===== config.mk =====
export PLATFORM = sky130hd
export DESIGN_NAME = system_button_debouncer
export DESIGN_NICKNAME = d
export VERILOG_FILES = /design/src/rtl/system_debounce_pkg.sv /design/src/rtl/system_debounce_channel.sv /design/src/rtl/system_button_debouncer.sv
export SDC_FILE = /design/constraint.sdc
export NUM_CORES = 1
export LEC_CHECK = 0
export ABC_AREA = 1
export CAP_MARGIN = 25
export CORE_MARGIN = 4
export CORE_UTILIZATION = 50
export DETAILED_ROUTE_END_ITERATION = 7
export PLACE_DENSITY = 0.67
export SETUP_SLACK_MARGIN = 0.5
export SYNTH_ARGS = -nofsm -noshare
export SYNTH_HDL_FRONTEND = slang
export SYNTH_SLANG_ARGS = --single-unit

===== constraint.sdc =====
create_clock -name clk -period 3.8 [get_ports clk]
set_clock_uncertainty 0.15 [all_clocks]
set_input_delay 0.38 -clock clk [delete_from_list [all_inputs] [get_ports clk]]
set_output_delay 0.38 -clock clk [all_outputs]
set_load 0.02 [all_outputs]

===== src/rtl/system_debounce_pkg.sv =====
// Shared constants and helpers for the push-button debouncer.
// STABLE_CYCLES_DEFAULT is 10 ms of the 50 MHz system clock.
package system_debounce_pkg;

    localparam int unsigned CLK_HZ                = 32'd50_000_000;
    localparam int unsigned DEBOUNCE_MS           = 32'd10;
    localparam int unsigned STABLE_CYCLES_DEFAULT = (CLK_HZ / 32'd1000) * DEBOUNCE_MS;

    // Number of clk cycles in a debounce window of 'ms' milliseconds.
    function automatic int unsigned ms_to_cycles(input int unsigned ms);
        return (CLK_HZ / 32'd1000) * ms;
    endfunction

    // Smallest counter width that can hold the value max_count.
    function automatic int unsigned cnt_width(input int unsigned max_count);
        return (max_count < 32'd2) ? 32'd1 : $clog2(max_count + 32'd1);
    endfunction

endpackage


===== src/rtl/system_debounce_channel.sv =====
// One debouncer channel: two-flop synchroniser, stability counter,
// clean level flop and registered press/release pulses.
module system_debounce_channel
    import system_debounce_pkg::*;
#(
    parameter int CNT_W         = 20,
    parameter int STABLE_CYCLES = 500000
) (
    input  logic clk,
    input  logic reset_n,
    input  logic level_i,
    output logic debounced_o,
    output logic press_o,
    output logic release_o
);

    // Count value reached on the last edge before a new level is accepted.
    localparam logic [CNT_W-1:0] LAST_CNT = CNT_W'(STABLE_CYCLES - 1);

    logic             s1_q;
    logic             s2_q;
    logic [CNT_W-1:0] cnt_q;
    logic [CNT_W-1:0] cnt_d;
    logic             deb_q;
    logic             deb_d;
    logic             press_q;
    logic             press_d;
    logic             rel_q;
    logic             rel_d;

    // Two-flop synchroniser bringing the asynchronous pin level into clk.
    always_ff @(posedge clk or negedge reset_n) begin
        if (!reset_n) begin
            s1_q <= 1'b0;
            s2_q <= 1'b0;
        end else begin
            s1_q <= level_i;
            s2_q <= s1_q;
        end
    end

    // Stability counter: any sample matching the current level restarts it;
    // the new level is accepted once it has persisted for STABLE_CYCLES edges.
    always_comb begin
        cnt_d   = cnt_q;
        deb_d   = deb_q;
        press_d = 1'b0;
        rel_d   = 1'b0;
        if (s2_q == deb_q) begin
            cnt_d = {CNT_W{1'b0}};
        end else if (cnt_q == LAST_CNT) begin
            cnt_d   = {CNT_W{1'b0}};
            deb_d   = s2_q;
            press_d = s2_q;
            rel_d   = ~s2_q;
        end else begin
            cnt_d = cnt_q + CNT_W'(1);
        end
    end

    // Counter, clean level and pulse registers.
    always_ff @(posedge clk or negedge reset_n) begin
        if (!reset_n) begin
            cnt_q   <= {CNT_W{1'b0}};
            deb_q   <= 1'b0;
            press_q <= 1'b0;
            rel_q   <= 1'b0;
        end else begin
            cnt_q   <= cnt_d;
            deb_q   <= deb_d;
            press_q <= press_d;
            rel_q   <= rel_d;
        end
    end

    assign debounced_o = deb_q;
    assign press_o     = press_q;
    assign release_o   = rel_q;

endmodule


===== src/rtl/system_button_debouncer.sv =====
// Debounces WIDTH raw push-button pins into clean 1 = pressed levels for
// the PIO in_port, plus one-cycle press/release pulses per channel.
module system_button_debouncer
    import system_debounce_pkg::*;
#(
    parameter int WIDTH         = 5,
    parameter int CNT_W         = 20,
    parameter int STABLE_CYCLES = 500000,
    parameter int ACTIVE_LOW    = 1
) (
    input  logic             clk,
    input  logic             reset_n,
    input  logic [WIDTH-1:0] btn_raw,
    output logic [WIDTH-1:0] debounced,
    output logic [WIDTH-1:0] press_pulse,
    output logic [WIDTH-1:0] release_pulse
);

    // Reject counter thresholds that are too small or do not fit in CNT_W.
    if ((STABLE_CYCLES < 2) ||
        (64'(STABLE_CYCLES) > ((64'd1 << CNT_W) - 64'd1))) begin : g_bad_param
        $error("system_button_debouncer: STABLE_CYCLES must be in 2 .. 2**CNT_W-1");
    end

    // Normalised pin levels: 1 = pressed regardless of board polarity.
    logic [WIDTH-1:0] level_s;
    assign level_s = (ACTIVE_LOW != 0) ? ~btn_raw : btn_raw;

    for (genvar i = 0; i < WIDTH; i++) begin : g_chan
        system_debounce_channel #(
            .CNT_W         (CNT_W),
            .STABLE_CYCLES (STABLE_CYCLES)
        ) u_chan (
            .clk         (clk),
            .reset_n     (reset_n),
            .level_i     (level_s[i]),
            .debounced_o (debounced[i]),
            .press_o     (press_pulse[i]),
            .release_o   (release_pulse[i])
        );
    end

endmodule


Yosys cells after proc, flatten, opt, wreduce, memory -nomap -nowiden
Cells that the tools add are included.
{"block": "totals", "reg_bits": 125, "latch_bits": 0, "ramBits": 0, "mem_bits_ro": 0, "mem_count": 0, "inputBits": 7}
{"block": "op_classes", "mul": 0, "reduce_logical": 5, "div": 0, "mux": 30, "bitwise": 11, "n_eq_ne": 10, "order_cmp": 0, "shifts": 0, "addsub": 5}
{"op": "$mux W20", "n": 10}
{"op": "$add A20 B1 Y20 const B", "n": 5}
{"op": "$eq A20 B19 Y1 const B", "n": 5}
{"op": "$mux W1", "n": 20}
{"op": "$not A1 Y1", "n": 10}
{"op": "$reduce_and A2 Y1", "n": 5}
{"op": "$eq A1 B1 Y1", "n": 5}
{"op": "$not A5 Y5", "n": 1}

Longest topological paths before layout
Gate-level depths: netlist (run 1).
{"block": "logic_depth", "depth_word": 3, "ltp_mapped": 9}

By module
A second synthesis (run 1) with hierarchy kept.
{"block": "hier_totals", "cells_unflattened": 880, "area_unflattened_um2": 6937.9}
{"mod": "system_debounce_channel", "cells_each": 175, "area_per_inst_um2": 1383.8, "n_inst": 5}
{"mod": "system_button_debouncer", "cells_each": 5, "area_per_inst_um2": 18.8, "n_inst": 1}

Worst setup path after synthesis (run 1)
No wires, ideal clock.
{"block": "synth_path", "path_type": "register to register", "from": "register g_chan[4].u_chan.cnt_q[0]", "to": "register g_chan[4].u_chan.cnt_q[15]", "synth_period_minus_slack_ps": 1419, "path_stages_with_launch": 9, "path_slack_ps": 2381, "arrival_time_ps": 1150, "t_required_ps": 3531, "n_path_buf": 0, "path_cell_list": "dfrtp_1 ha_1 nand2_1 nor2_1 nand3_1 nor2_2 nor2_4 clkinv_2 nor2_1"}
{"block": "synth_via", "elab_chain_cells": 3, "elab_cells_between_ends": 4}
{"item": "start: declaration", "line_no": "system_debounce_channel.sv:22", "source": "logic [CNT_W-1:0] cnt_q;"}
{"item": "start signal: assignment", "line_no": "system_debounce_channel.sv:64", "source": "cnt_q <= {CNT_W{1'b0}};"}
{"item": "start signal: assignment", "line_no": "system_debounce_channel.sv:69", "source": "cnt_q <= cnt_d;"}
{"item": "$add A20 B1 Y20 / $eq A20 B19 Y1 (equally long branches)", "line_no": "system_debounce_channel.sv:57, system_debounce_channel.sv:51"}
{"item": "$mux W20 *", "line_no": "system_debounce_channel.sv:51", "source": "end else if (cnt_q == LAST_CNT) begin"}
{"item": "$mux W20 *", "line_no": "system_debounce_channel.sv:49", "source": "if (s2_q == deb_q) begin"}
{"item": "net g_chan[4].u_chan.cnt_d[15]", "line_no": "system_debounce_channel.sv:23", "source": "logic [CNT_W-1:0] cnt_d;"}
The timed path passes the listed nets; every way through them passes the cells marked *.
A chain may end at the register's enable or synchronous reset.

Final worst setup path (run 1)
{"block": "layout_path", "from": "register g_chan[3].u_chan.deb_q", "to": "register g_chan[3].u_chan.cnt_q[0]"}
{"block": "layout_via", "elab_chain_cells": 2}
{"item": "start: declaration", "line_no": "system_debounce_channel.sv:24", "source": "logic deb_q;"}
{"item": "start signal: assignment", "line_no": "system_debounce_channel.sv:65", "source": "deb_q <= 1'b0;"}
{"item": "start signal: assignment", "line_no": "system_debounce_channel.sv:70", "source": "deb_q <= deb_d;"}
{"item": "$eq A1 B1 Y1", "line_no": "system_debounce_channel.sv:49"}
{"item": "$mux W20", "line_no": "system_debounce_channel.sv:49"}
{"item": "net g_chan[3].u_chan.cnt_d[0]", "line_no": "system_debounce_channel.sv:23"}
{"item": "end signal: assignment", "line_no": "system_debounce_channel.sv:64"}
{"item": "end signal: assignment", "line_no": "system_debounce_channel.sv:69"}
{"item": "end: declaration", "line_no": "system_debounce_channel.sv:22"}
The timed path passes the listed nets, and every way through them passes these cells.

==> impl_metrics.json, run 1 <==
{
  "ys_ff_latch": 125,
  "comb_power_share_pct": 2.8,
  "critPathMaxStageDelay_ns": 0.71,
  "grt_max_degree": 74,
  "die_h_um": 124,
  "post_cts_buffers": 0,
  "synth_area_sq_um": 6770,
  "grt_pass1_wl_um": 23400,
  "fin_setup_tns_ns": 0,
  "yosysWarnings": 0,
  "synth_edf_count": 0,
  "min_period_ns": 2.02,
  "finalMaxSlewViolations": 0,
  "rows": 42,
  "cts_tree": "built",
  "grt_use_total_pct": 18.2,
  "initial_utilization_pct": 51.2,
  "drt-wirelength-per-cell_um": 12.1,
  "worst_path_most_repeated_cell": "nor2_1",
  "max_slew_margin_pct": 38.1,
  "fin_util_pct": 57.9,
  "nFillCells": 1202,
  "worst_path_max_delay_cell": "nor2_1",
  "numPortBuffers": 21,
  "p_seq_share_pct": 46.0,
  "drt_iter0_drc": 387,
  "async_flop_share_pct": 100,
  "worstHoldPathCells": 0,
  "cts_inserted_buffers": 17,
  "yosysSeqAreaShare_pct": 46.2,
  "crit_type": "register to register",
  "cp.arrival_ns": 2.16,
  "cp_max_fo": 13,
  "ys_types": 26,
  "path_delay_family": "simple AND/OR/NAND/NOR gates",
  "antenna_cells": 0,
  "fin_area_sq_um": 7670,
  "switchingPower_uw": 672,
  "syn_inst": 882,
  "die_area_sq_um": 15500,
  "antenna_found_initial": 0,
  "whs_ns": 0.197,
  "die-width_um": 124,
  "path_buf_inv": 2,
  "avgSynthCellArea_sq_um": 7.68,
  "synth_flop_cell": "dfrtp_1",
  "synth_nets": 894,
  "routed_via_density": 4.92,
  "rsz0062_at_grt": "no",
  "grt_pass1_vias": 5092,
  "fin_crit_sh_pct": 53.0,
  "clock_power_share_pct": 51.1,
  "detailed_place_hpwl_um": 9590,
  "wl_um": 13300,
  "gp_congestion": 0.907,
  "end_kind": "register",
  "clock_latency_ns": 0.42,
  "worstMarginPinSlew_ns": 0.926,
  "dr.pass1.iters": 5,
  "vias": 5394,
  "clockBufferDepth": 2,
  "drv_cap": 0,
  "power_density_nw_per_um2": 386,
  "p_int_uw": 2290,
  "grt_overflow": 0,
  "worstHoldStart": "g_chan[4].u_chan.s1_q",
  "dpl-instance-area_sq_um": 7100,
  "holdPathEnd": "g_chan[4].u_chan.s2_q",
  "timing.fmax_ghz": 0.496,
  "clock_tree.root_cell": "clkbuf_16",
  "max-vdd-ir-drop_mv": 0.299,
  "r2r_slack_ns": 1.78,
  "drive_above_1_share_pct": 10.1,
  "coreArea_sq_um": 13200,
  "clk_pin_slew_ns": 0.06,
  "setup_viol": 0,
  "setup.worst_path.start": "g_chan[3].u_chan.debounced_o",
  "num_io_pins": 22,
  "status": "finished, final reports clean",
  "syn2layout_area_growth_pct": 13.2,
  "r2r_start": "g_chan[3].u_chan.debounced_o",
  "min_path_type": "register to register",
  "reg2regPathDepth": 6,
  "drc": 0,
  "nNetsFinal": 920,
  "p_leak_uw": 0.00333,
  "postRouteAntennaNets": 0,
  "worstReg2RegEnd": "g_chan[3].u_chan.cnt_q[0]",
  "cts.sinks": 125,
  "swShare_pct": 22.7,
  "hold_violations": 0,
  "critPathLaunchType": "register",
  "path_cells": "inv_1 > nor2_1 > nor2_1 > inv_1 > nand2_1 > nor2_1",
  "htree_levels": 4,
  "worstPathRequired_ns": 3.95
}
worst max path at each step:
stage                                             to  slack, ns  cells past startpoint
after floorplan           g_chan[4].u_chan.cnt_q[15]       2.38                      8
after global placement     g_chan[3].u_chan.cnt_q[8]       1.81                      6
after detailed placement   g_chan[3].u_chan.cnt_q[3]       1.77                      6
after CTS                  g_chan[3].u_chan.cnt_q[3]       1.75                      6
after global routing       g_chan[0].u_chan.cnt_q[1]       1.55                      6
final                      g_chan[3].u_chan.cnt_q[0]       1.78                      6
cell usage after synthesis, types with 7 or more instances:
master	n	area (sq um)
nand3_1	84	420
nand2_1	148	556
inv_1	109	409
nor2_2	19	119
o21ai_0	8	40.0
xor2_1	38	333
nand3_2	8	80.1
nand4_1	18	113
xnor2_1	7	61.3
nor2_1	216	811
nor2_4	11	124
nor3b_1	8	60.1
buf_4	15	113
nand2_2	13	81.3
dfrtp_1	125	3130
nor3_1	19	95.1
a21oi_1	10	50.1
layer usage:
| metal | vias to the layer above | global-route usage (%) | part of all wire (%) |
|---|---|---|---|
| met1 | 2506 | 26.0 | 52 |
| met5 | - | 0 | 0 |
| li1 | 2796 | - | - |
| met3 | 10 | 4.29 | 3.2 |
| met2 | 82 | 27.3 | 44 |
| met4 | 0 | 5.93 | 1.1 |
registers in the layout (all words and copies together), names as in the netlist:
name / flops
g_chan.u_chan.press_o: 5
g_chan.u_chan.s1_q: 5
g_chan.u_chan.cnt_q: 100
g_chan.u_chan.s2_q: 5
g_chan.u_chan.release_o: 5
g_chan.u_chan.debounced_o: 5
through the flow:
| step | worst slack (ns) | instances | power [uW] |
|---|---|---|---|
| floorplan | 2.38 | 882 | 1420 |
| global placement | 1.81 | 1064 | 1470 |
| detailed placement | 1.77 | 1064 | 1470 |
| CTS | 1.75 | 1097 | 3000 |
| global route | 1.55 | 1097 | 3090 |
| finish | 1.78 | 1097 | 2960 |
worst reg2reg max path: stages (launching register included):
cell     delay [ns]
dfrtp_1        0.40
inv_1          0.09
nor2_1         0.05
nor2_1         0.71
inv_1          0.19
nand2_1        0.24
nor2_1         0.07
what timing repair did:
action | CTS | global route
hold buffers | 1 | 0
gates resized for setup | 0 | 0
endpoints found under the hold margin | 71 | 0
setup endpoints to repair | 0 | 0
power groups by stage:
| stage | combinational (uW) | clock (uW) | sequential (uW) |
|---|---|---|---|
| CTS | 87.6 | 1550 | 1360 |
| floorplan | 41.1 | 0 | 1380 |
| detailed placement | 86.5 | 0 | 1390 |
| finish | 83.9 | 1510 | 1360 |
| global placement | 85.5 | 0 | 1390 |
| global route | 100 | 1630 | 1360 |
cells by family (layout without fill, tap and decap cells):
group	after synthesis	after routing	synth area share [%]
xor gates and xnor gates	45	45	5.82
AOI/OAI and AO/OA	27	27	2.12
and+or+nand+nor	547	547	36.7
DFF	125	125	46.2
adders and majority gates	5	5	0.924
buffers and inverters	133	172	8.27
final cells by class:
type	instances	area [sq um]	area share [%]
well taps	176	220	2.87
multi-input cells	624	3090	40.2
clock buffers	19	443	5.77
flip-flops and latches	125	3130	40.8
inverters	115	433	5.64
clock inverters	13	118	1.53
repair buffers	25	244	3.18
placed cells by master, fill, tap and decap left out, drive strengths merged:
cell | synthesis | final
a31oi | 1 | 1
nor3 | 19 | 19
nor3b | 8 | 8
clkbuf | 0 | 19
dfrtp | 125 | 125
clkinvlp | 0 | 2
clkinv | 1 | 10
nand3b | 2 | 2
nand2 | 162 | 162
a21oi | 10 | 10
nand4 | 18 | 18
o21bai | 3 | 3
clkdlybuf4s50 | 0 | 20
nor2 | 246 | 246
nand3 | 92 | 92
bufinv | 0 | 1
ha | 5 | 5
xor2 | 38 | 38
buf | 18 | 4
dlygate4sd3 | 0 | 1
inv | 114 | 115
o21ai | 13 | 13
xnor2 | 7 | 7
(Power assumes the default switching activity.)
==> run 2: changes to the inputs <==
Clock period 3.8 ns to 1.9 ns, I/O delays scaled along.
==> impl_metrics.json, run 2 (synthesized netlist as in run 1, its figures left out) <==
{
  "gp_congestion": 0.943,
  "dpl_worst_slack_ns": 0.277,
  "worstMarginPinSlew_ns": 0.370,
  "reg2regPathDepth": 8,
  "drt_iter0_drc": 494,
  "nNetsFinal": 996,
  "drive_above_1_share_pct": 38.4,
  "min_path_type": "input port to async pin",
  "clock_tree.root_cell": "clkbuf_16",
  "power_density_nw_per_um2": 697,
  "clockBufferDepth": 2,
  "vias": 6154,
  "num_io_pins": 22,
  "instances_no_fill": 1172,
  "placed_cells": 1071,
  "drc": 0,
  "path_cells": "ha_4 > nand3_4 > inv_2 > nand2_4 > nor2_4 > nand3_1 > nand2_1 > nor2_1",
  "grt_overflow": 0,
  "crit_type": "register to register",
  "drt-wirelength-per-cell_um": 15.0,
  "power.total_uw": 6500,
  "numPortBuffers": 21,
  "finalMaxSlewViolations": 0,
  "timing.fmax_ghz": 0.639,
  "cts.sinks": 125,
  "antenna_cells": 0,
  "fin_crit_sh_pct": 82.4,
  "critPathMaxStageDelay_ns": 0.44,
  "layout_common_cells": "146 x nor2_1, 118 x nand2_1, 102 x dfrtp_1",
  "grt_use_total_pct": 20.5,
  "fin_area_sq_um": 9330,
  "max-vdd-ir-drop_mv": 0.754,
  "r2r_slack_ns": 0.33,
  "path_buf_inv": 1,
  "syn2layout_area_growth_pct": 37.7,
  "r2r_start": "g_chan[2].u_chan.cnt_q[0]",
  "grt_max_degree": 56,
  "worstReg2RegEnd": "g_chan[2].u_chan.cnt_q[18]",
  "postRouteAntennaNets": 0,
  "path_delay_family": "simple AND/OR/NAND/NOR gates",
  "largest_reg_flops": 100,
  "setup.worst_path.start": "g_chan[2].u_chan.cnt_q[0]",
  "routed_via_density": 5.25,
  "min_period_ns": 1.57,
  "clk_pin_slew_ns": 0.06,
  "coreArea_sq_um": 13200,
  "end_kind": "register",
  "max_slew_margin_pct": 75.3,
  "status": "finished, final reports clean",
  "drv_cap": 0,
  "cts_tree": "built",
  "die_h_um": 124,
  "die_area_sq_um": 15500,
  "die-width_um": 124,
  "worst_slack_ns": 0.334,
  "htree_levels": 4,
  "p_leak_uw": 0.00401,
  "dr.pass1.iters": 7,
  "cp_max_fo": 5,
  "grt_pass1_vias": 5576,
  "cp.arrival_ns": 1.72,
  "critPathLaunchType": "register",
  "initial_utilization_pct": 51.2,
  "hold_violations": 0,
  "rows": 42,
  "clock_latency_ns": 0.42,
  "wl_um": 17600,
  "worstPathRequired_ns": 2.05,
  "regMostFlops": "g_chan.u_chan.cnt_q",
  "worst_path_max_delay_cell": "dfrtp_1",
  "setup_viol": 0,
  "rsz0062_at_grt": "yes",
  "dpl-instance-area_sq_um": 7170,
  "antenna_found_initial": 0,
  "grt_pass1_wl_um": 26600,
  "detailed_place_hpwl_um": 9790,
  "cts_inserted_buffers": 17,
  "fin_setup_tns_ns": 0,
  "final_common_cell": "nor2_1"
}
## run 2: cell count changes in the layout (fill, tap and decap cells not counted), moves of 18 or more
cell     delta
buf_4      +64
inv_1      -18
nor2_2     +31
nand3_1    -31
nor2_1     -70
dfrtp_2    +23
dfrtp_1    -23
nand2_1    -30
nor2_4     +39
## run 2: worst register-to-register path: cells and delay by family, from the launching register on
kind / cells / cell delay, ns
and+or+nand+nor: 6 / 0.59
DFF: 1 / 0.44
adders and majority gates: 1 / 0.20
buffers and inverters: 1 / 0.08
## run 2: timing repair
item	4_1_cts	5_1_grt
pin swaps	39	70
endpoints found under the setup margin	96	111
hold endpoints to repair	125	0
cloned	1	0
hold buffers	1	0
resized for setup	149	208
setup buffers	27	41
## run 2: power by group
part           total (uW)  switching, uW  internal [uW]
logic                 282            172            110
clock network        3470           1240           2230
registers            2750           48.1           2700
## run 2: worst max-delay path by stage
stage | endpoint | slack (ns) | depth (start not counted)
floorplan | g_chan[4].u_chan.cnt_q[15] | 0.48 | 8
global placement | g_chan[4].u_chan.cnt_q[15] | 0.30 | 8
detailed placement | g_chan[4].u_chan.cnt_q[3] | 0.28 | 8
CTS | g_chan[4].u_chan.cnt_q[5] | 0.37 | 8
global route | g_chan[3].u_chan.cnt_q[19] | 0.19 | 7
finish | g_chan[2].u_chan.cnt_q[18] | 0.33 | 8
## run 2: metrics by stage
stage	utilization (%)	hold slack, ns
floorplan	-	-0.256
global placement	54.1	-0.0313
detailed placement	54.1	-0.0335
CTS	63.3	0.0899
global route	70.4	0.0942
finish	70.4	0.0916
## run 2: cell type report
cell class | instances | area (sq um)
Fill cell | 932 | 3920
Clock inverter | 13 | 190
Timing Repair Buffer | 100 | 795
Tap cell | 176 | 220
Inverter | 115 | 449
Multi-Input combinational cell | 625 | 4080
Clock buffer | 18 | 439
Sequential cell | 125 | 3160
## run 2: metal layers
| metal | track usage, % | part of all wire [%] | vias to the layer above |
|---|---|---|---|
| li1 | - | - | 2952 |
| met1 | 29.1 | 44 | 2976 |
| met2 | 31.0 | 49 | 190 |
| met3 | 5.36 | 5.3 | 36 |
| met4 | 5.93 | 2.1 | 0 |
| met5 | 0 | 0 | - |
